<file path="config.mk">
export PLATFORM = sky130hd
export DESIGN_NAME = posit_pd_fifo
export DESIGN_NICKNAME = d
export VERILOG_FILES = /design/src/rtl/posit_pd_fifo_pkg.sv /design/src/rtl/posit_pd_fifo_canon.sv /design/src/rtl/posit_pd_fifo.sv
export SDC_FILE = /design/constraint.sdc
export NUM_CORES = 1
export LEC_CHECK = 0
export CAP_MARGIN = 20
export CORE_MARGIN = 2
export CORE_UTILIZATION = 54
export DETAILED_ROUTE_END_ITERATION = 8
export PLACE_DENSITY = 0.81
export SLEW_MARGIN = 30
export SYNTH_ARGS = -nofsm -noshare
export SYNTH_HDL_FRONTEND = slang
export SYNTH_SLANG_ARGS = --single-unit
</file>
<file path="constraint.sdc">
create_clock -name clk -period 4.78 [get_ports clk]
set_clock_uncertainty 0.2 [all_clocks]
set_input_delay 1.434 -clock clk [delete_from_list [all_inputs] [get_ports clk]]
set_output_delay 1.434 -clock clk [all_outputs]
set_load 0.01 [all_outputs]
</file>
<file path="src/rtl/posit_pd_fifo_pkg.sv">
// Shared decoded-posit definitions: bundle format, field widths and flag bit positions.
package posit_defines;

  typedef enum logic [1:0] {
    NORMAL = 2'd0,
    AADD   = 2'd1,
    AMULT  = 2'd2
  } pd_type;

  localparam int PD_FLAG_W = 6;

  // Flag vector is {NaR, sign, zero, guard, round, sticky}, MSB first.
  localparam int PD_NAR    = 5;
  localparam int PD_SIGN   = 4;
  localparam int PD_ZERO   = 3;
  localparam int PD_GUARD  = 2;
  localparam int PD_ROUND  = 1;
  localparam int PD_STICKY = 0;

  // Arithmetic formats carry one extra scale bit of headroom for carry/product growth.
  function automatic int pd_scale_width(input int n, input int es, input pd_type pdt);
    int sw;
    sw = $clog2(n) + es + 1;
    if (pdt != NORMAL) sw = sw + 1;
    return sw;
  endfunction

  function automatic int pd_fraction_width(input int n, input int es, input pd_type pdt);
    int fw;
    case (pdt)
      AADD:    fw = (n - es - 2) + 3;
      AMULT:   fw = 2 * (n - es - 2);
      default: fw = n - es - 3;
    endcase
    return fw;
  endfunction

endpackage

</file>
<file path="src/rtl/posit_pd_fifo_canon.sv">
// Single-lane canonicaliser for decoded posit values; only built when POSIT_PD_CANON_EN
// is defined, otherwise this file contributes no module.
`ifdef POSIT_PD_CANON_EN
module posit_pd_canon
  import posit_defines::*;
#(
  parameter int SW = 6,
  parameter int FW = 12
) (
  input  logic [SW-1:0]        in_scale,
  input  logic [FW-1:0]        in_fraction,
  input  logic [PD_FLAG_W-1:0] in_flags,
  output logic [SW-1:0]        out_scale,
  output logic [FW-1:0]        out_fraction,
  output logic [PD_FLAG_W-1:0] out_flags
);

  // NaR takes precedence when a decoder raises both NaR and zero.
  always_comb begin
    out_scale    = in_scale;
    out_fraction = in_fraction;
    out_flags    = in_flags;
    if (in_flags[PD_NAR]) begin
      out_scale          = '0;
      out_fraction       = '0;
      out_flags          = '0;
      out_flags[PD_NAR]  = 1'b1;
      out_flags[PD_SIGN] = 1'b1;
    end else if (in_flags[PD_ZERO]) begin
      out_scale          = '0;
      out_fraction       = '0;
      out_flags          = '0;
      out_flags[PD_ZERO] = 1'b1;
    end
  end

endmodule
`endif

</file>
<file path="src/rtl/posit_pd_fifo.sv">
// Multi-lane elastic FIFO for decoded posit operands, first-word fall-through.
// Define POSIT_PD_CANON_EN to canonicalise zero/NaR lanes on push.
module posit_pd_fifo
  import posit_defines::*;
#(
  parameter int     POSIT_WIDTH = 16,
  parameter int     POSIT_ES    = 1,
  parameter pd_type PD_TYPE     = NORMAL,
  parameter int     LANES       = 4,
  parameter int     DEPTH       = 4,
  localparam int    SW          = pd_scale_width(POSIT_WIDTH, POSIT_ES, PD_TYPE),
  localparam int    FW          = pd_fraction_width(POSIT_WIDTH, POSIT_ES, PD_TYPE),
  localparam int    FL          = PD_FLAG_W,
  localparam int    CW          = $clog2(DEPTH + 1)
) (
  input  logic                clk,
  input  logic                rst_n,
  input  logic                flush,
  input  logic                s_valid,
  output logic                s_ready,
  input  logic [LANES*SW-1:0] s_scale,
  input  logic [LANES*FW-1:0] s_fraction,
  input  logic [LANES*FL-1:0] s_flags,
  output logic                m_valid,
  input  logic                m_ready,
  output logic [LANES*SW-1:0] m_scale,
  output logic [LANES*FW-1:0] m_fraction,
  output logic [LANES*FL-1:0] m_flags,
  output logic [CW-1:0]       count,
  output logic [LANES-1:0]    nar_seen
);

  localparam int AW = $clog2(DEPTH);
  localparam int PW = AW + 1;

  typedef struct packed {
    logic [LANES*FL-1:0] flags;
    logic [LANES*FW-1:0] fraction;
    logic [LANES*SW-1:0] scale;
  } entry_t;

  entry_t              mem_q [DEPTH];
  entry_t              head;
  logic [LANES*SW-1:0] wr_scale;
  logic [LANES*FW-1:0] wr_fraction;
  logic [LANES*FL-1:0] wr_flags;

  logic [PW-1:0]    wr_ptr_q, wr_ptr_d;
  logic [PW-1:0]    rd_ptr_q, rd_ptr_d;
  logic [CW-1:0]    count_q, count_d;
  logic             s_ready_q, s_ready_d;
  logic [LANES-1:0] nar_seen_q, nar_seen_d;
  logic             empty, push, pop;

`ifdef POSIT_PD_CANON_EN
  for (genvar i = 0; i < LANES; i++) begin : g_canon
    posit_pd_canon #(
      .SW(SW),
      .FW(FW)
    ) u_canon (
      .in_scale    (s_scale[i*SW +: SW]),
      .in_fraction (s_fraction[i*FW +: FW]),
      .in_flags    (s_flags[i*FL +: FL]),
      .out_scale   (wr_scale[i*SW +: SW]),
      .out_fraction(wr_fraction[i*FW +: FW]),
      .out_flags   (wr_flags[i*FL +: FL])
    );
  end
`else
  assign wr_scale    = s_scale;
  assign wr_fraction = s_fraction;
  assign wr_flags    = s_flags;
`endif

  // Pointers carry a wrap bit, so equal pointers unambiguously mean empty.
  assign empty = (wr_ptr_q == rd_ptr_q);
  assign push  = s_valid && s_ready_q;
  assign pop   = !empty && m_ready;

  // Storage is deliberately not reset; the reset pointers keep m_valid clean.
  always_ff @(posedge clk) begin
    if (push && !flush) mem_q[wr_ptr_q[AW-1:0]] <= '{flags: wr_flags, fraction: wr_fraction, scale: wr_scale};
  end

  assign head = mem_q[rd_ptr_q[AW-1:0]];

  always_comb begin
    wr_ptr_d   = wr_ptr_q;
    rd_ptr_d   = rd_ptr_q;
    nar_seen_d = nar_seen_q;
    if (push) wr_ptr_d = wr_ptr_q + PW'(1);
    if (pop) begin
      rd_ptr_d = rd_ptr_q + PW'(1);
      for (int i = 0; i < LANES; i++) begin
        nar_seen_d[i] = nar_seen_q[i] | head.flags[i*FL + PD_NAR];
      end
    end
    count_d   = count_q + CW'(push) - CW'(pop);
    s_ready_d = (count_d < CW'(DEPTH));
    if (flush) begin
      wr_ptr_d   = '0;
      rd_ptr_d   = '0;
      count_d    = '0;
      nar_seen_d = '0;
      s_ready_d  = 1'b1;
    end
  end

  always_ff @(posedge clk or negedge rst_n) begin
    if (!rst_n) begin
      wr_ptr_q   <= '0;
      rd_ptr_q   <= '0;
      count_q    <= '0;
      s_ready_q  <= 1'b0;
      nar_seen_q <= '0;
    end else begin
      wr_ptr_q   <= wr_ptr_d;
      rd_ptr_q   <= rd_ptr_d;
      count_q    <= count_d;
      s_ready_q  <= s_ready_d;
      nar_seen_q <= nar_seen_d;
    end
  end

  assign s_ready    = s_ready_q;
  assign m_valid    = !empty;
  assign m_scale    = head.scale;
  assign m_fraction = head.fraction;
  assign m_flags    = head.flags;
  assign count      = count_q;
  assign nar_seen   = nar_seen_q;

endmodule

</file>
==> impl_results.md, run 1 <==
- CTS Buf Count: 40
- IO buf count: 205
- Syn Area/Cell: 25.28 um^2
- Largest family of logic cells by synthesized area: multiplexers
- Leakage: 5.892 nW
- Int Pwr: 7.114 mW
- Setup bufs post-CTS: 0
- Drt initial violations: 479
- Post-Synth Simple-Gate Area: 0.009729
- Global-route wire length before repair: 42.21 mm
- Area Overhead vs Synth: 26.06%
- Bufs on Longest Clock Path: 3
- Crit path DAT: 2.73 ns
- Post-synth EDFFs: about 380
- GPL Wtd Cong: ~0.76
- Floorplan row count: 60
- Routed via count: 6779
- Startpoint types: flip-flop
- WHS Path Cells: 2
- Placed cells: 1116
- Final period util: 0.9127
- Setup TNS: 0 ns
- Clk network pwr share: 0.321
- Synth async-reset ratio: 0.03518
- Mux cell area share after synthesis: 0.1492
- # nets final: 926
- Global router's overall resource usage: 0.1973
- Max_slew headroom: 0.4809
- Starting Density: 0.5470
- Psw: about 2.3 mW
- Final core utilization: 0.6896
- Tmin final: about 4.4 ns
- Status: completed
- Cells on worst reg2reg path: 10
- CP Max Fanout: 49
- Post-Layout Cell Count: between 1000 and 1500
- Synth area leaders: edfxtp_1 79%, mux4_2 15%, dfrtp_1 2.4%
- H-Tree Depth: 2
- Die Area: 28480 um^2
- Vias/cell: 5.697
- Die extent in y: 168.8 um
- Clock latency on the worst-skew pair: 0.52 ns
- Commonest cells post-synth: 384 x edfxtp_1, 96 x mux4_2, 14 x dfrtp_1
- Ys flop type: edfxtp_1
- Routed Antenna Nets: 0
- Peak VDD IR: 0.3835 mV
- Post-synthesis cell count: between 500 and 600
- Initial antenna violation count: 1
- Hold buffers post-CTS: 0
- Remaining DRCs: 0
- Syn_nets: 689
- Largest net degree at the start of global routing: 97
- HP Class: flip-flop to flip-flop
- Switch share: 0.2426
- Syn Std Cell Area: 14660 um^2
- DP HPWL: 17.44 mm
- Comb power frac: 0.235
- Core Region: about 27000 um^2
- DIE WIDTH: 168.8 um
- RSZ-0062 raised after global routing: no
- WL final: 27.91 mm
- Post-synthesis compound-gate area fraction: 0.005206
- Layout cells sized above 1: 0.2052
- Most frequent cell after synthesis: edfxtp_1
- Final Hold Fails: 0
- YS warnings: 0
- Synth cell types: 30
- Number of global-route vias before repair: 7401
- CTS root buffer: clkbuf_16
- Register area share after synthesis: 0.8104
- Grt ovf: 0
- Maxcap violations: 0
- Post-DR wirelength/cell: 23.45 um
- Data required time of the worst path: roughly 3.2 ns
- Pwr dens: 508.2 nW/um^2
- Final setup vio count: 0
- Seq cells post-synth: 398
- Achievable Freq: between 200 and 250 MHz
- Flop pwr share: 0.443
- Worst-margin pin slew: 0.7787 ns
- Io pins: 206
- Clk slew on worst S/H paths: 0.06 ns
- Clock Sinks: 398
- Drt pass-1 iters: 6
- Post-Synth XOR/XNOR Area: 0.005206
- Synthesized-area fraction occupied by adder cells: 0.007340
- Largest area contributor in the netlist: edfxtp_1
- CTS tree: done
- Post-cts sizing count: 0
- Crit end category: output port
- Synth top area share: 0.7865
- Pins Over Slew Limit: 0
- WS Path Type: flip-flop to output port
==> sequential cells by signal, indices dropped and copies added, names as in the netlist <==
register / count
count: 3
mem_q: 384
nar_seen: 4
rd_ptr_q: 3
s_ready: 1
wr_ptr_q: 3
==> cells by family after synthesis <==
group                      after synthesis
muxes                                   98
and+or+nand+nor                         25
xor gates and xnor gates                 7
adders and majority gates                8
DFF                                    398
buffers and inverters                   35
AOI/OAI and AO/OA                        9
==> cell type report <==
cell class	count	area, um^2
clock buffers	50	1060
clock inverters	23	217.7
diodes	1	2.502
flip-flops and latches	398	11890
repair buffers	219	2245
inverters	11	41.29
multi-input cells	147	2600
fillers	1577	8319
well taps	341	426.7
==> placed cells by master (no fill, tap or decap), drive strengths merged <==
cell type,n
clkinvlp,1
or3,1
a21oi,1
fa,1
mux2,1
xnor2,3
o31ai,2
a211o,1
clkbuf,50
nand2,2
buf,14
o311ai,1
nand3,2
dfrtp,14
xor2,4
clkinv,15
mux4,96
nand2b,7
ha,7
mux2i,1
o22ai,4
clkdlybuf4s50,205
nor2,4
nor4bb,1
edfxtp,384
inv,14
diode,1
and2,4
bufinv,4
nor2b,4
==> critical path, stage by stage (launching register included) <==
cell	delay, ns
dfrtp_4	0.93
buf_4	0.37
mux4_2	0.38
clkdlybuf4s50_1	0.51
==> metrics by stage <==
| stage | area [um^2] | hold WS [ns] | setup WS, ns | power (mW) |
|---|---|---|---|---|
| 2_1_floorplan | 14660 | 0.3234 | 0.1050 | 5.429 |
| 3_3_place_gp | 17200 | 0.3168 | 0.9628 | 6.416 |
| 3_5_place_dp | 17200 | 0.3391 | 0.8942 | 6.478 |
| 4_1_cts | 18480 | 0.3480 | 0.3764 | 9.499 |
| 5_1_grt | 18480 | 0.3720 | 0.3253 | 9.736 |
| 6_report | 18480 | 0.3480 | 0.4173 | 9.393 |
==> power groups by stage <==
stage | logic [mW] | registers, mW | clock network (mW)
4_1_cts | 2.25 | 4.17 | 3.08
3_3_place_gp | 2.19 | 4.22 | 0
5_1_grt | 2.35 | 4.19 | 3.20
6_report | 2.21 | 4.17 | 3.02
3_5_place_dp | 2.23 | 4.24 | 0
2_1_floorplan | 1.25 | 4.18 | 0
==> routing by layer <==
layer  share of wire  GRT usage  vias to the layer above
li1                -          -                     2936
met1            0.40     0.2531                     3554
met2            0.51     0.3370                      236
met3           0.072    0.05354                       53
met4           0.024    0.05472                        0
met5               0          0                        -
==> worst paths after layout <==
kind                                         start                       to  slack, ns
setup / recovery           rd_ptr_q[1]$_DFFE_PN0P_              m_scale[16]       0.42
hold / removal             nar_seen[2]$_DFFE_PN0P_  nar_seen[2]$_DFFE_PN0P_       0.35
setup reg to reg           rd_ptr_q[1]$_DFFE_PN0P_       count[2]$_DFF_PN0_       1.42
hold reg to reg            nar_seen[2]$_DFFE_PN0P_  nar_seen[2]$_DFFE_PN0P_       0.35
max in group asynchronous                    rst_n  rd_ptr_q[1]$_DFFE_PN0P_       2.74
min in group asynchronous                    rst_n        s_ready$_DFF_PN0_       1.13
(Power assumes the default switching activity.)
==> run 2: changes to the inputs <==
--- a/config.mk
+++ b/config.mk
@@ -5,7 +5,8 @@
 export SDC_FILE = /design/constraint.sdc
 export NUM_CORES = 1
 export LEC_CHECK = 0
-export CAP_MARGIN = 20
+export ABC_CLOCK_PERIOD_IN_PS = 4780
+export CAP_MARGIN = 25
 export CORE_MARGIN = 2
 export CORE_UTILIZATION = 54
 export DETAILED_ROUTE_END_ITERATION = 8
==> results of run 2 <==
Same layout as run 1: the final DEF is identical, and so are final timing and power.
==> run 3: changes to the inputs <==
--- a/config.mk
+++ b/config.mk
@@ -8,9 +8,9 @@
 export ABC_CLOCK_PERIOD_IN_PS = 4780
 export CAP_MARGIN = 25
 export CORE_MARGIN = 2
-export CORE_UTILIZATION = 54
+export CORE_UTILIZATION = 25
 export DETAILED_ROUTE_END_ITERATION = 8
-export PLACE_DENSITY = 0.81
+export PLACE_DENSITY = 0.45
 export SLEW_MARGIN = 30
 export SYNTH_ARGS = -nofsm -noshare
 export SYNTH_HDL_FRONTEND = slang
==> run 3 against run 2 <==
Fmax fell by 1.3%. Critical path depth did not move. Sequential share of layout area decreased by 2.4 points. Register-to-register slack got worse by 0.10 ns. Clock power is 10% higher. Design area up 3.9%. Hold slack lost 0.018 ns. Via count fell by 0.60%. Power up 3.9%. Non-clock buffer count increased by 2. Routed wire length grew 18%. Critical path type unchanged. Critical endpoint is now m_scale[19]. Largest cell class unchanged.
==> impl_results.md, run 3 (synthesis gave the netlist of run 1 again) <==
- Number of global-route vias before repair: 7381 (-0.27%)
- Post-DR wirelength/cell: 20.25 um (-14%)
- Crit end category: output port
- Drt pass-1 iters: 4 (-2)
- Die extent in y: 246.2 um (+46%)
- DP HPWL: 18.90 mm (+8.4%)
- Max_slew headroom: 0.5234 (+0.04247)
- Global-route wire length before repair: 49.02 mm (+16%)
- Bufs on Longest Clock Path: 3 (unchanged)
- Post-Layout Cell Count: 1627 (+37%)
- Crit path DAT: 2.79 ns (+0.06 ns)
- WS Path Type: flip-flop to output port
- Most frequent cells in the layout: 384 x edfxtp_1, 205 x clkdlybuf4s50_1, 96 x mux4_2, 49 x clkbuf_16, 17 x clkinv_1
- H-Tree Depth: 2 (unchanged)
- Core Region: 57810 um^2 (+120%)
- DIE WIDTH: 246.2 um (+46%)
- Area after DPL: 17760 um^2 (+3.2%)
- Drt initial violations: 272 (-43%)
- Worst-margin pin slew: 0.7127 ns (-0.06594 ns)
- Status: completed
- # diodes: 0 (-1)
- CTS tree: done
- Final Hold Fails: 0 (unchanged)
- Largest net degree at the start of global routing: 97 (unchanged)
- Die Area: 60590 um^2 (+110%)
- Setup bufs post-CTS: 0 (unchanged)
- Vias/cell: 4.141 (-27%)
- Final period util: 0.9251 (+0.01238)
- Pins Over Slew Limit: 0 (unchanged)
- Startpoint types: flip-flop
- Tmin final: 4.422 ns (+0.05916 ns)
- Layout cells sized above 1: 0.2158 (+0.01059)
- CTS root buffer: clkbuf_16
- Final instance area: 19200 um^2 (+3.9%)
- Clk slew on worst S/H paths: 0.06 ns (about the same)
- Peak VDD IR: 0.2642 mV (-31%)
- Clock latency on the worst-skew pair: 0.56 ns (+0.04 ns)
- GPL Wtd Cong: 0.7064 (-7.0%)
- Leakage: 5.989 nW (+1.6%)
- Routed via count: 6738 (-0.60%)
- Floorplan row count: 88 (+47%)
- # nets final: 934 (+0.86%)
- FILL cells: 5512 (+250%)
- Initial antenna violation count: 7 (+6)
- RSZ-0062 raised after global routing: no
- Global router's overall resource usage: 0.1098 (-0.08745)
- Most common cell after layout, fill and taps aside: edfxtp_1
- Hold buffers post-CTS: 0 (unchanged)
- Max reg flops: 384 (unchanged)
- Final core utilization: 0.3322 (-0.3574)
- Final setup vio count: 0 (unchanged)
- Placed cells: 1542 (+38%)
- Io pins: 206 (unchanged)
- Maxcap violations: 0 (unchanged)
- Setup TNS: 0 ns (unchanged)
- Remaining DRCs: 0 (unchanged)
- Area Overhead vs Synth: 30.97%
- Grt ovf: 0 (unchanged)
- Pwr dens: 508.3 nW/um^2 (about the same)
- IO buf count: 205 (unchanged)
- Routed Antenna Nets: 0 (unchanged)
- Achievable Freq: 226.2 MHz (-1.3%)
- CP Max Fanout: 18 (-63%)
- Clock Sinks: 398 (unchanged)
- Post-cts sizing count: 0 (unchanged)
- WL final: 32.95 mm (+18%)
- HP Class: flip-flop to flip-flop
- Starting Density: 0.2536 (-0.2934)
- CTS Buf Count: 46 (+15%)
- Data required time of the worst path: 3.15 ns (about the same)
==> run 3: cell types whose count changed in the layout (fill, tap and decap cells not counted) <==
| cell | before | now |
|---|---|---|
| buf_12 | 7 | 8 |
| buf_4 | 7 | 8 |
| bufinv_16 | 4 | 2 |
| clkbuf_1 | 9 | 5 |
| clkbuf_16 | 41 | 49 |
| clkinv_1 | 11 | 17 |
| clkinv_2 | 4 | 8 |
| clkinv_4 | 0 | 2 |
| clkinvlp_4 | 1 | 2 |
| diode_2 | 1 | 0 |
| inv_6 | 2 | 0 |
| inv_8 | 1 | 0 |
==> run 3: per-stage QoR <==
stage / hold slack (ns) / setup slack, ns / power (mW)
after global routing: 0.3494 / 0.1604 / 10.24
after global placement: 0.3195 / 0.8211 / 6.583
after CTS: 0.3339 / 0.2463 / 9.989
after floorplan: 0.3234 / 0.1050 / 5.429
final: 0.3304 / 0.3582 / 9.760
after detailed placement: 0.3247 / 0.8571 / 6.578
==> run 3: worst max-delay path: stages (launching register included) <==
cell and delay [ns]:
dfrtp_4 0.70, buf_4 0.40, mux4_2 0.56, clkdlybuf4s50_1 0.54
==> run 3: where the power goes <==
group          switching (mW)  leakage (nW)  internal, mW  total [mW]
Sequential              0.113          3.66          4.04        4.16
Combinational           0.990          1.62          1.29        2.28
Clock                    1.37         0.704          1.96        3.33
Total                    2.47          5.99          7.29        9.76
==> run 3: final timing paths <==
path / startpoint / endpoint / slack (ns) / depth (start not counted)
worst max register to register: rd_ptr_q[0]$_DFFE_PN0P_ / count[2]$_DFF_PN0_ / 1.32 / 11
max in group asynchronous: rst_n / rd_ptr_q[1]$_DFFE_PN0P_ / 2.76 / 1
worst min-delay path: nar_seen[3]$_DFFE_PN0P_ / nar_seen[3]$_DFFE_PN0P_ / 0.33 / 2
min in group asynchronous: rst_n / wr_ptr_q[1]$_DFFE_PN0P_ / 1.10 / 1
worst min register to register: nar_seen[3]$_DFFE_PN0P_ / nar_seen[3]$_DFFE_PN0P_ / 0.33 / 2
worst max-delay path: rd_ptr_q[0]$_DFFE_PN0P_ / m_scale[19] / 0.36 / 3
==> run 3: layout make-up <==
cell class / count / area (um^2) / area share
Clock buffer: 54 / 1245 / 0.06484
Clock inverter: 31 / 196.4 / 0.01023
Inverter: 11 / 41.29 / 0.002150
Multi-Input combinational cell: 147 / 2600 / 0.1354
Sequential cell: 398 / 11890 / 0.6192
Tap cell: 765 / 957.2 / 0.04985
Timing Repair Buffer: 221 / 2272 / 0.1183
==> run 3: layer usage <==
metal,vias up,share of wire,GRT usage
li1,2963,-,-
met1,3530,0.44,0.1426
met2,161,0.46,0.1694
met3,70,0.073,0.04314
met4,14,0.023,0.03244
met5,-,0.0029,0
